<file path="src/rtl/mips_ctrl_pkg.sv">
// Shared definitions for the multicycle MIPS main control unit.
//   - state_t   : controller state encoding (also visible on state_o)
//   - OP_*      : primary opcodes (IR[31:26]) the controller decodes
//   - ALUOP_*   : ALU operation select encodings
//   - SRCB_*    : ALU B-operand mux encodings
//   - PCSRC_*   : PC source mux encodings
package mips_ctrl_pkg;

    typedef enum logic [3:0] {
        S_FETCH  = 4'd0,
        S_DECODE = 4'd1,
        S_MEMADR = 4'd2,
        S_MEMRD  = 4'd3,
        S_MEMWB  = 4'd4,
        S_MEMWR  = 4'd5,
        S_EXEC   = 4'd6,
        S_RWB    = 4'd7,
        S_BRANCH = 4'd8,
        S_JUMP   = 4'd9,
        S_ADDIEX = 4'd10,
        S_ADDIWB = 4'd11
    } state_t;

    localparam logic [5:0] OP_RTYPE = 6'b000000;
    localparam logic [5:0] OP_LW    = 6'b100011;
    localparam logic [5:0] OP_SW    = 6'b101011;
    localparam logic [5:0] OP_BEQ   = 6'b000100;
    localparam logic [5:0] OP_J     = 6'b000010;
    localparam logic [5:0] OP_ADDI  = 6'b001000;

    localparam logic [1:0] ALUOP_ADD   = 2'b00;
    localparam logic [1:0] ALUOP_SUB   = 2'b01;
    localparam logic [1:0] ALUOP_FUNCT = 2'b10;

    localparam logic [1:0] SRCB_RT     = 2'b00;
    localparam logic [1:0] SRCB_FOUR   = 2'b01;
    localparam logic [1:0] SRCB_IMM    = 2'b10;
    localparam logic [1:0] SRCB_IMM_SH = 2'b11;

    localparam logic [1:0] PCSRC_ALU    = 2'b00;
    localparam logic [1:0] PCSRC_ALUOUT = 2'b01;
    localparam logic [1:0] PCSRC_JUMP   = 2'b10;

endpackage

</file>
<file path="src/rtl/mips_mc_control.sv">
// Multicycle MIPS main control unit.
// Sequences each instruction through fetch/decode/execute/memory/write-back
// states and drives the datapath strobes.
//
// Ports:
//   clk, rst        : clock (rising edge), synchronous active-low reset
//   opcode          : IR[31:26], valid from DECODE onward
//   mem_ready       : memory finishes the current access this cycle
//   zero            : ALU zero flag (consumed by the datapath in BRANCH)
//   PCWrite .. PCSource : datapath enables and mux selects
//   state_o         : current state encoding
//   illegal         : high during the DECODE cycle of an unknown opcode
//   retired         : saturating count of completed instructions
//
// Handshake: a memory access in FETCH, MEMRD or MEMWR holds its request
// (MemRead/MemWrite) every cycle until the cycle in which mem_ready is 1;
// that cycle completes the access and the FSM moves on at the next edge.
// mem_ready in any other state has no effect.
module mips_mc_control
    import mips_ctrl_pkg::*;
#(
    parameter int CNT_W = 32
) (
    input  logic             clk,
    input  logic             rst,
    input  logic [5:0]       opcode,
    input  logic             mem_ready,
    input  logic             zero,
    output logic             PCWrite,
    output logic             PCWriteCond,
    output logic             IorD,
    output logic             MemRead,
    output logic             MemWrite,
    output logic             IRWrite,
    output logic             MemtoReg,
    output logic             RegDst,
    output logic             RegWrite,
    output logic             ALUSrcA,
    output logic [1:0]       ALUSrcB,
    output logic [1:0]       ALUOp,
    output logic [1:0]       PCSource,
    output logic [3:0]       state_o,
    output logic             illegal,
    output logic [CNT_W-1:0] retired
);

    state_t state;
    state_t state_next;
    state_t out_state;
    logic   retire;
    logic   known_op;

    // The branch decision itself is made in the datapath (PCWriteCond & zero);
    // the controller only needs zero to be an acknowledged input.
    logic   zero_unused;
    assign zero_unused = zero;

    assign state_o = state;

    always_comb begin
        known_op = 1'b0;
        case (opcode)
            OP_LW, OP_SW, OP_RTYPE, OP_BEQ, OP_J, OP_ADDI: known_op = 1'b1;
            default:                                       known_op = 1'b0;
        endcase
    end

    // State register
    always_ff @(posedge clk) begin
        if (!rst) begin
            state <= S_FETCH;
        end else begin
            state <= state_next;
        end
    end

    // Next-state logic; retire flags the last cycle of a completed instruction
    always_comb begin
        state_next = S_FETCH;
        retire     = 1'b0;
        case (state)
            S_FETCH:  state_next = mem_ready ? S_DECODE : S_FETCH;
            S_DECODE: begin
                case (opcode)
                    OP_LW, OP_SW: state_next = S_MEMADR;
                    OP_RTYPE:     state_next = S_EXEC;
                    OP_BEQ:       state_next = S_BRANCH;
                    OP_J:         state_next = S_JUMP;
                    OP_ADDI:      state_next = S_ADDIEX;
                    default:      state_next = S_FETCH;
                endcase
            end
            S_MEMADR: state_next = (opcode == OP_SW) ? S_MEMWR : S_MEMRD;
            S_MEMRD:  state_next = mem_ready ? S_MEMWB : S_MEMRD;
            S_MEMWB:  begin state_next = S_FETCH; retire = 1'b1; end
            S_MEMWR:  begin
                state_next = mem_ready ? S_FETCH : S_MEMWR;
                retire     = mem_ready;
            end
            S_EXEC:   state_next = S_RWB;
            S_RWB:    begin state_next = S_FETCH; retire = 1'b1; end
            S_BRANCH: begin state_next = S_FETCH; retire = 1'b1; end
            S_JUMP:   begin state_next = S_FETCH; retire = 1'b1; end
            S_ADDIEX: state_next = S_ADDIWB;
            S_ADDIWB: begin state_next = S_FETCH; retire = 1'b1; end
            default:  state_next = S_FETCH;
        endcase
    end

    // While reset is held the strobes look like a quiet FETCH, whatever the
    // register currently holds, so nothing downstream sees a stray write.
    assign out_state = rst ? state : S_FETCH;

    // Output decode (Moore, except the fetch-time IR/PC loads)
    always_comb begin
        PCWrite     = 1'b0;
        PCWriteCond = 1'b0;
        IorD        = 1'b0;
        MemRead     = 1'b0;
        MemWrite    = 1'b0;
        IRWrite     = 1'b0;
        MemtoReg    = 1'b0;
        RegDst      = 1'b0;
        RegWrite    = 1'b0;
        ALUSrcA     = 1'b0;
        ALUSrcB     = SRCB_RT;
        ALUOp       = ALUOP_ADD;
        PCSource    = PCSRC_ALU;
        illegal     = 1'b0;
        case (out_state)
            S_FETCH: begin
                MemRead = 1'b1;
                ALUSrcB = SRCB_FOUR;
                IRWrite = mem_ready & rst;
                PCWrite = mem_ready & rst;
            end
            S_DECODE: begin
                ALUSrcB = SRCB_IMM_SH;
                illegal = ~known_op;
            end
            S_MEMADR: begin
                ALUSrcA = 1'b1;
                ALUSrcB = SRCB_IMM;
            end
            S_MEMRD: begin
                MemRead = 1'b1;
                IorD    = 1'b1;
            end
            S_MEMWB: begin
                RegWrite = 1'b1;
                MemtoReg = 1'b1;
            end
            S_MEMWR: begin
                MemWrite = 1'b1;
                IorD     = 1'b1;
            end
            S_EXEC: begin
                ALUSrcA = 1'b1;
                ALUOp   = ALUOP_FUNCT;
            end
            S_RWB: begin
                RegWrite = 1'b1;
                RegDst   = 1'b1;
            end
            S_BRANCH: begin
                ALUSrcA     = 1'b1;
                ALUOp       = ALUOP_SUB;
                PCWriteCond = 1'b1;
                PCSource    = PCSRC_ALUOUT;
            end
            S_JUMP: begin
                PCWrite  = 1'b1;
                PCSource = PCSRC_JUMP;
            end
            S_ADDIEX: begin
                ALUSrcA = 1'b1;
                ALUSrcB = SRCB_IMM;
            end
            S_ADDIWB: begin
                RegWrite = 1'b1;
            end
            default: ;
        endcase
    end

    // Retired-instruction counter, saturating at all-ones
    always_ff @(posedge clk) begin
        if (!rst) begin
            retired <= '0;
        end else if (retire && !(&retired)) begin
            retired <= retired + CNT_W'(1);
        end
    end

endmodule

</file>
<file path="config.mk">
export PLATFORM = sky130hd
export DESIGN_NAME = mips_mc_control
export DESIGN_NICKNAME = d
export VERILOG_FILES = /design/src/rtl/mips_ctrl_pkg.sv /design/src/rtl/mips_mc_control.sv
export SDC_FILE = /design/constraint.sdc
export NUM_CORES = 1
export LEC_CHECK = 0
export CAP_MARGIN = 15
export CORE_UTILIZATION = 48
export CTS_CLUSTER_SIZE = 30
export DETAILED_ROUTE_END_ITERATION = 6
export GPL_TIMING_DRIVEN = 0
export PLACE_DENSITY = 0.86
export SLEW_MARGIN = 15
export SYNTH_ARGS = -nofsm -noshare
export SYNTH_HDL_FRONTEND = slang
export SYNTH_SLANG_ARGS = --single-unit
</file>
<file path="constraint.sdc">
create_clock -name clk -period 2.4 [get_ports clk]
set_input_delay 0.48 -clock clk [delete_from_list [all_inputs] [get_ports clk]]
set_output_delay 0.48 -clock clk [all_outputs]
set_load 0.005 [all_outputs]
</file>
==> results of run 1 <==
[cells in the final DEF, fill, tap and decap left out, types with 4 or more instances in the layout]
cell type / netlist / layout
dlygate4sd2_1: 0 / 4
or3_2: 7 / 7
nor3_1: 9 / 7
nand2b_1: 6 / 6
nand4_2: 4 / 4
buf_4: 2 / 9
inv_1: 6 / 5
or4_1: 7 / 6
nor4_1: 6 / 5
dlymetal6s2s_1: 0 / 7
nand2_1: 26 / 25
nand4_1: 4 / 4
o21ai_0: 18 / 18
o21ai_1: 6 / 6
o31ai_1: 8 / 8
or3_1: 13 / 12
xor2_1: 5 / 5
a21oi_1: 31 / 31
dfxtp_1: 36 / 30
clkdlybuf4s50_1: 0 / 48
clkbuf_8: 0 / 9
nor2_1: 18 / 15
nand3_1: 18 / 18
[worst max-delay path by stage]
stage / endpoint / slack, ns / cells after the start / from
2_1_floorplan: ALUOp[0] / 0.34 / 5 / state_o[3]
3_3_place_gp: PCSource[0] / -0.59 / 6 / rst
3_5_place_dp: ALUOp[0] / -0.60 / 6 / rst
4_1_cts: illegal / 0.002 / 6 / opcode[2]
5_1_grt: ALUSrcB[1] / -0.03 / 6 / state_o[3]
6_report: ALUSrcB[1] / 0.02 / 6 / state_o[3]
[through the flow]
step	util	hold WS (ns)	std cells
6_report	0.724	0.501	408
3_3_place_gp	0.658	0.482	395
4_1_cts	0.705	0.502	405
3_5_place_dp	0.658	0.490	395
5_1_grt	0.724	0.519	408
2_1_floorplan	-	0.471	282
[repair_timing]
| item | 4_1_cts | 5_1_grt |
|---|---|---|
| endpoints found under the hold margin | 0 | 0 |
| pin swaps | 4 | 4 |
| endpoints found under the setup margin | 17 | 17 |
| buffers inserted | 3 | 3 |
| resized for setup | 34 | 22 |
[report_power, final]
part	switching [mW]	total (mW)	internal [mW]
combinational	0.0529	0.0969	0.0439
clock	0.220	0.587	0.367
sequential	0.00330	0.599	0.596
total	0.277	1.28	1.01
[final cells by class]
class,count,area share
multi-input combinational,223,0.454
sequential,36,0.232
timing repair buffer,67,0.208
buffer,16,0.0386
clock buffer,7,0.0303
tap,52,0.0205
clock inverter,1,0.00946
inverter,6,0.00709
[synth_stat cells (2+ instances only)]
library cell | n | share of area
dfxtp_1 | 36 | 0.33
a21oi_1 | 31 | 0.070
nand2_1 | 26 | 0.044
nand3_1 | 18 | 0.041
nor2_1 | 18 | 0.031
o21ai_0 | 18 | 0.041
or3_1 | 13 | 0.037
nor3_1 | 9 | 0.020
clkbuf_1 | 8 | 0.014
o31ai_1 | 8 | 0.027
or3_2 | 7 | 0.024
or4_1 | 7 | 0.024
inv_1 | 6 | 0.010
nand2b_1 | 6 | 0.017
nor4_1 | 6 | 0.017
o21ai_1 | 6 | 0.014
xor2_1 | 5 | 0.020
and3_1 | 4 | 0.011
nand4_1 | 4 | 0.011
nand4_2 | 4 | 0.023
buf_2 | 3 | 0.0068
mux2i_1 | 3 | 0.014
and2_1 | 2 | 0.0057
buf_1 | 2 | 0.0034
buf_4 | 2 | 0.0068
buf_6 | 2 | 0.010
nor4_2 | 2 | 0.011
o211ai_1 | 2 | 0.0068
or2_2 | 2 | 0.0057
[sequential cells by signal (all words and copies together), names as in the netlist]
register and count:
retired 32, state_o 4
[layer usage]
metal  vias up  part of all wire  track usage
li1       1202                 -            -
met1      1180              0.44        0.303
met2        73              0.50        0.440
met3         4             0.049       0.0494
met4         0            0.0056       0.0689
met5         -                 0            0
[worst max-delay path, delay by kind of cell, from the launching register on]
kind | cells | cell delay (ns)
buffers and inverters | 3 | 0.83
and+or+nand+nor | 2 | 0.26
DFF | 1 | 0.33
AOI/OAI and AO/OA | 1 | 0.19
[cell families after synthesis]
kind of cell,Yosys count
AOI/OAI and AO/OA,78
xor gates and xnor gates,6
adders and majority gates,1
buffers and inverters,23
DFF,36
muxes,4
and+or+nand+nor,134
==> flow_summary.yaml, run 1 <==
grt:
  grt_pass1_wl_um: 10100
  grt_pass1_vias: 2314
  grt_max_degree: 14
  overflow: 0
  antenna_found_initial: 0
  grt.total_usage: 0.248
sta:
  finalSetupViolCount: 0
  slew_viol_final: 0
  post-route-period-util: 0.990
  tightest_slew_ns: 0.572
  fin_setup_tns_ns: 0
  hold_violations: 0
  max_freq_mhz: 421
  fin_ws_ns: 0.0246
  rsz0062_at_grt: "yes"
  fin_crit_ns: 2.38
  slew_headroom: 0.618
  fin_skew_ns: 0.00432
yosys:
  yosysWarnings: 0
  synth-xor-area-share: 0.0238
  syn-cell-area_um2: 2210
  netlist-cell-type-count: 51
  synth-seq-area-share: 0.327
  synth_flop_cell: "dfxtp_1"
  mappedNetlistNets: 293
  synth_edf_count: 0
  async_flop_share: 0
  syn_inst: 282
  synth_seq_cells: 36
  synth_area_per_cell_um2: 7.83
  synth-compound-area-share: 0.222
  synthSimpleGateAreaFrac: 0.352
  muxShareOfSynthArea: 0.0187
  synth_fa_ha_area_frac: 0.00567
  synth_top_family_by_area: "simple AND/OR/NAND/NOR gates"
power_and_ir_drop:
  p_total_mw: 1.28
  pwr_density_cell_nw_per_um2: 404
  ir_drop_v: 0.000339
  p_leak_nw: 1.13
final_layout:
  nNetsFinal: 366
  diodes: 0
  fin_area_um2: 3180
  area_growth_pct: 43.9
  seqCellArea_um2: 736
  multiInputGateArea_um2: 1440
  fillCellCount: 341
  drive_gt1_frac: 0.194
place:
  dp_slack_ns: -0.601
  dpl.hpwl_um: 4140
  globalplace.congestion: 0.904
  placed_cell_area_um2: 2880
  port_buffers: 61
critical_path:
  worst_setup_path_end_kind: "output port"
  timing.rr.start: "state_o[3]"
  r2r_end: "retired[29]"
  r2r_slack_ns: 0.16
  cp_max_fo: 9
  slowest_delay_ns: 0.53
  cp_data_arrival_time_ns: 1.90
  crit_required_ns: 1.92
  cpMaxStageDelayCell: "clkdlybuf4s50_1"
  path_cells: "clkbuf_8, buf_4, nor2_2, nand2_2, a211oi_2, clkdlybuf4s50_1"
  cp-start-kind: "flip-flop"
  reg2reg_depth: 7
  path_class: "reg -> out"
clocking:
  hold_buffers: 0
  h-tree-depth: 2
  clk_pin_slew_worst_paths_ns: 0.07
  cts_root_buf: "clkbuf_8"
  clock_latency_ns: 0.29
  cts_buffer_depth: 2
  cts_tree: "yes"
  clock-sinks: 36
  cts_made_buffers: 5
status:
  status: "complete, no violations"
hold_path:
  min_to: "retired[21]"
  hold_class: "reg -> reg"
  hp-start: "retired[21]"
  whs_path_depth: 2
drt:
  wire_per_inst_um: 14.9
  vias_per_cell: 6.03
  vias: 2459
  postRouteAntennaNets: 0
  drt_wl_total_um: 6080
  first_iter_violations: 171
  drc_errors: 0
  drtPass1Iterations: 5
floorplan:
  die_w_um: 69.8
  rows: 24
  io_pins: 63
  core_um2: 4380
  die_h_um: 69.8
  start_util: 0.503
  dieArea_um2: 4870
run:
  max_cap_viol_count: 0
(Power assumes the default switching activity.)
==> run 2, diff against run 1 <==
--- a/config.mk
+++ b/config.mk
@@ -6,9 +6,11 @@
 export NUM_CORES = 1
 export LEC_CHECK = 0
 export CAP_MARGIN = 15
+export CORE_ASPECT_RATIO = 0.8
 export CORE_UTILIZATION = 48
 export CTS_CLUSTER_SIZE = 30
 export DETAILED_ROUTE_END_ITERATION = 6
+export GPL_ROUTABILITY_DRIVEN = 0
 export GPL_TIMING_DRIVEN = 0
 export PLACE_DENSITY = 0.86
 export SLEW_MARGIN = 15
==> run 2 against run 1 <==
Sequential cell count is the same; worst hold slack better by 0.0058 ns; routed wire length up 4.4%; combinational power fell by 7.6%; total power down 9.9%; sequential power hardly changed; non-clock buffer count rose by 4; critical path depth unchanged; fmax is 0.81% higher; highest routed layer unchanged.
==> flow_summary.yaml, run 2 (synthesis results as in run 1) <==
status:
  status: "complete, no violations"
sta:
  finalSetupViolCount: 0
  tightest_slew_ns: 0.582
  max_freq_mhz: 424
  rsz0062_at_grt: "yes"
  fin_crit_ns: 2.36
  fin_skew_ns: 0.00564
  slew_headroom: 0.612
  hold_violations: 0
  slew_viol_final: 0
  post-route-period-util: 0.982
  holdWs_ns: 0.506
floorplan:
  dieArea_um2: 4880
  die_w_um: 77.8
  rows: 21
  io_pins: 63
  core_um2: 4280
  start_util: 0.515
  die_h_um: 62.7
clocking:
  cts_tree: "yes"
  clk_pin_slew_worst_paths_ns: 0.07
  cts_buffer_depth: 2
  cts_root_buf: "clkbuf_8"
  clock-sinks: 36
  hold_buffers: 0
  clock_latency_ns: 0.29
  h-tree-depth: 2
  cts_made_buffers: 5
grt:
  grt_use_met1: 0.366
  grt.total_usage: 0.267
  grt_max_degree: 11
  overflow: 0
  grt_pass1_vias: 2128
  grt_pass1_wl_um: 10200
  antenna_found_initial: 0
  gr-usage-met2: 0.399
  grt_busiest_layer: "met2"
  use_met3: 0.0511
power_and_ir_drop:
  p_leak_nw: 1.12
  pwr_density_cell_nw_per_um2: 367
  p_total_mw: 1.16
  ir_drop_v: 0.000308
critical_path:
  cp_data_arrival_time_ns: 1.88
  cp_max_fo: 4
  cpMaxStageDelayCell: "clkdlybuf4s50_1"
  crit_required_ns: 1.92
  worst_setup_path_end_kind: "output port"
  cp-start-kind: "input port"
  path_class: "in -> out"
  path_cells: "clkdlybuf4s50_1, nor3_2, a21oi_1, o31ai_1, nor4_1, dlygate4sd2_1"
  slowest_delay_ns: 0.47
  r2r_slack_ns: 0.15
final_layout:
  fin_area_um2: 3150
  fillCellCount: 314
  largest-register: "retired"
  final_cell_mix: "clkdlybuf4s50_1 (48), dfxtp_1 (33), a21oi_1 (31)"
  final_util: 0.736
  area_growth_pct: 42.9
  multiInputGateArea_um2: 1430
  drive_gt1_frac: 0.175
  largest_register_ffs: 32
  diodes: 0
  seqCellArea_um2: 727
  final_common_cell: "clkdlybuf4s50_1"
  nNetsFinal: 370
run:
  max_cap_viol_count: 0
drt:
  drtPass1Iterations: 5
  vias_per_cell: 6.13
  drc_errors: 0
  vias: 2549
  first_iter_violations: 224
  postRouteAntennaNets: 0
  wire_per_inst_um: 15.2
  drt_wl_total_um: 6340
hold_path:
  hold_class: "reg -> reg"
place:
  port_buffers: 61
  dpl.hpwl_um: 4230
  placed_cell_area_um2: 2890
run 2: cell count changes in the layout (fill, tap and decap cells not counted), sizes merged:
cell and delta:
dlymetal6s2s -3, bufinv -1, buf +3, dlygate4sd2 +4
run 2: routing by layer:
metal,wire [um],vias to the layer above,share of wire
li1,-,1212,-
met1,2850,1205,0.45
met2,2840,110,0.45
met3,448,22,0.071
met4,201,0,0.032
met5,0,-,0
run 2: metrics by stage:
stage                     std cells  TNS, ns  setup slack (ns)
after floorplan                 282        0             0.341
after global placement          400    -6.44            -0.582
after detailed placement        400    -7.81            -0.659
after CTS                       411        0           0.00426
after global routing            416   -0.122           -0.0692
final                           416        0            0.0437
run 2: worst max-delay path: cells and delay by family:
family,cells,cell delay [ns]
AO/OA/AOI/OAI,2,0.33
buffers and inverters,2,0.74
AND/OR/NAND/NOR,2,0.33
run 2: repair_timing:
action	in CTS	in global routing
pin swaps	2	4
setup endpoints to repair	17	22
gates resized for setup	38	10
hold endpoints to repair	0	0
buffers inserted	4	5
run 2: path summary, 6_finish.rpt:
kind	startpoint	end	depth (start not counted)
min reg2reg	retired[27]	retired[27]	2
min	retired[27]	retired[27]	2
max	opcode[0]	illegal	6
max reg2reg	state_o[3]	retired[29]	7
run 2: where the power goes:
group / internal [mW] / total (mW) / switching, mW
sequential: 0.599 / 0.602 / 0.00364
combinational: 0.0392 / 0.0895 / 0.0503
clock: 0.255 / 0.464 / 0.209
total: 0.893 / 1.16 / 0.263
run 2: area by class of cell:
cell class / instances / share of cell area
inverter: 6 / 0.00714
timing repair buffer: 70 / 0.213
tap: 57 / 0.0226
multi-input combinational: 223 / 0.454
sequential: 36 / 0.230
clock buffer: 7 / 0.0305
buffer: 17 / 0.0417
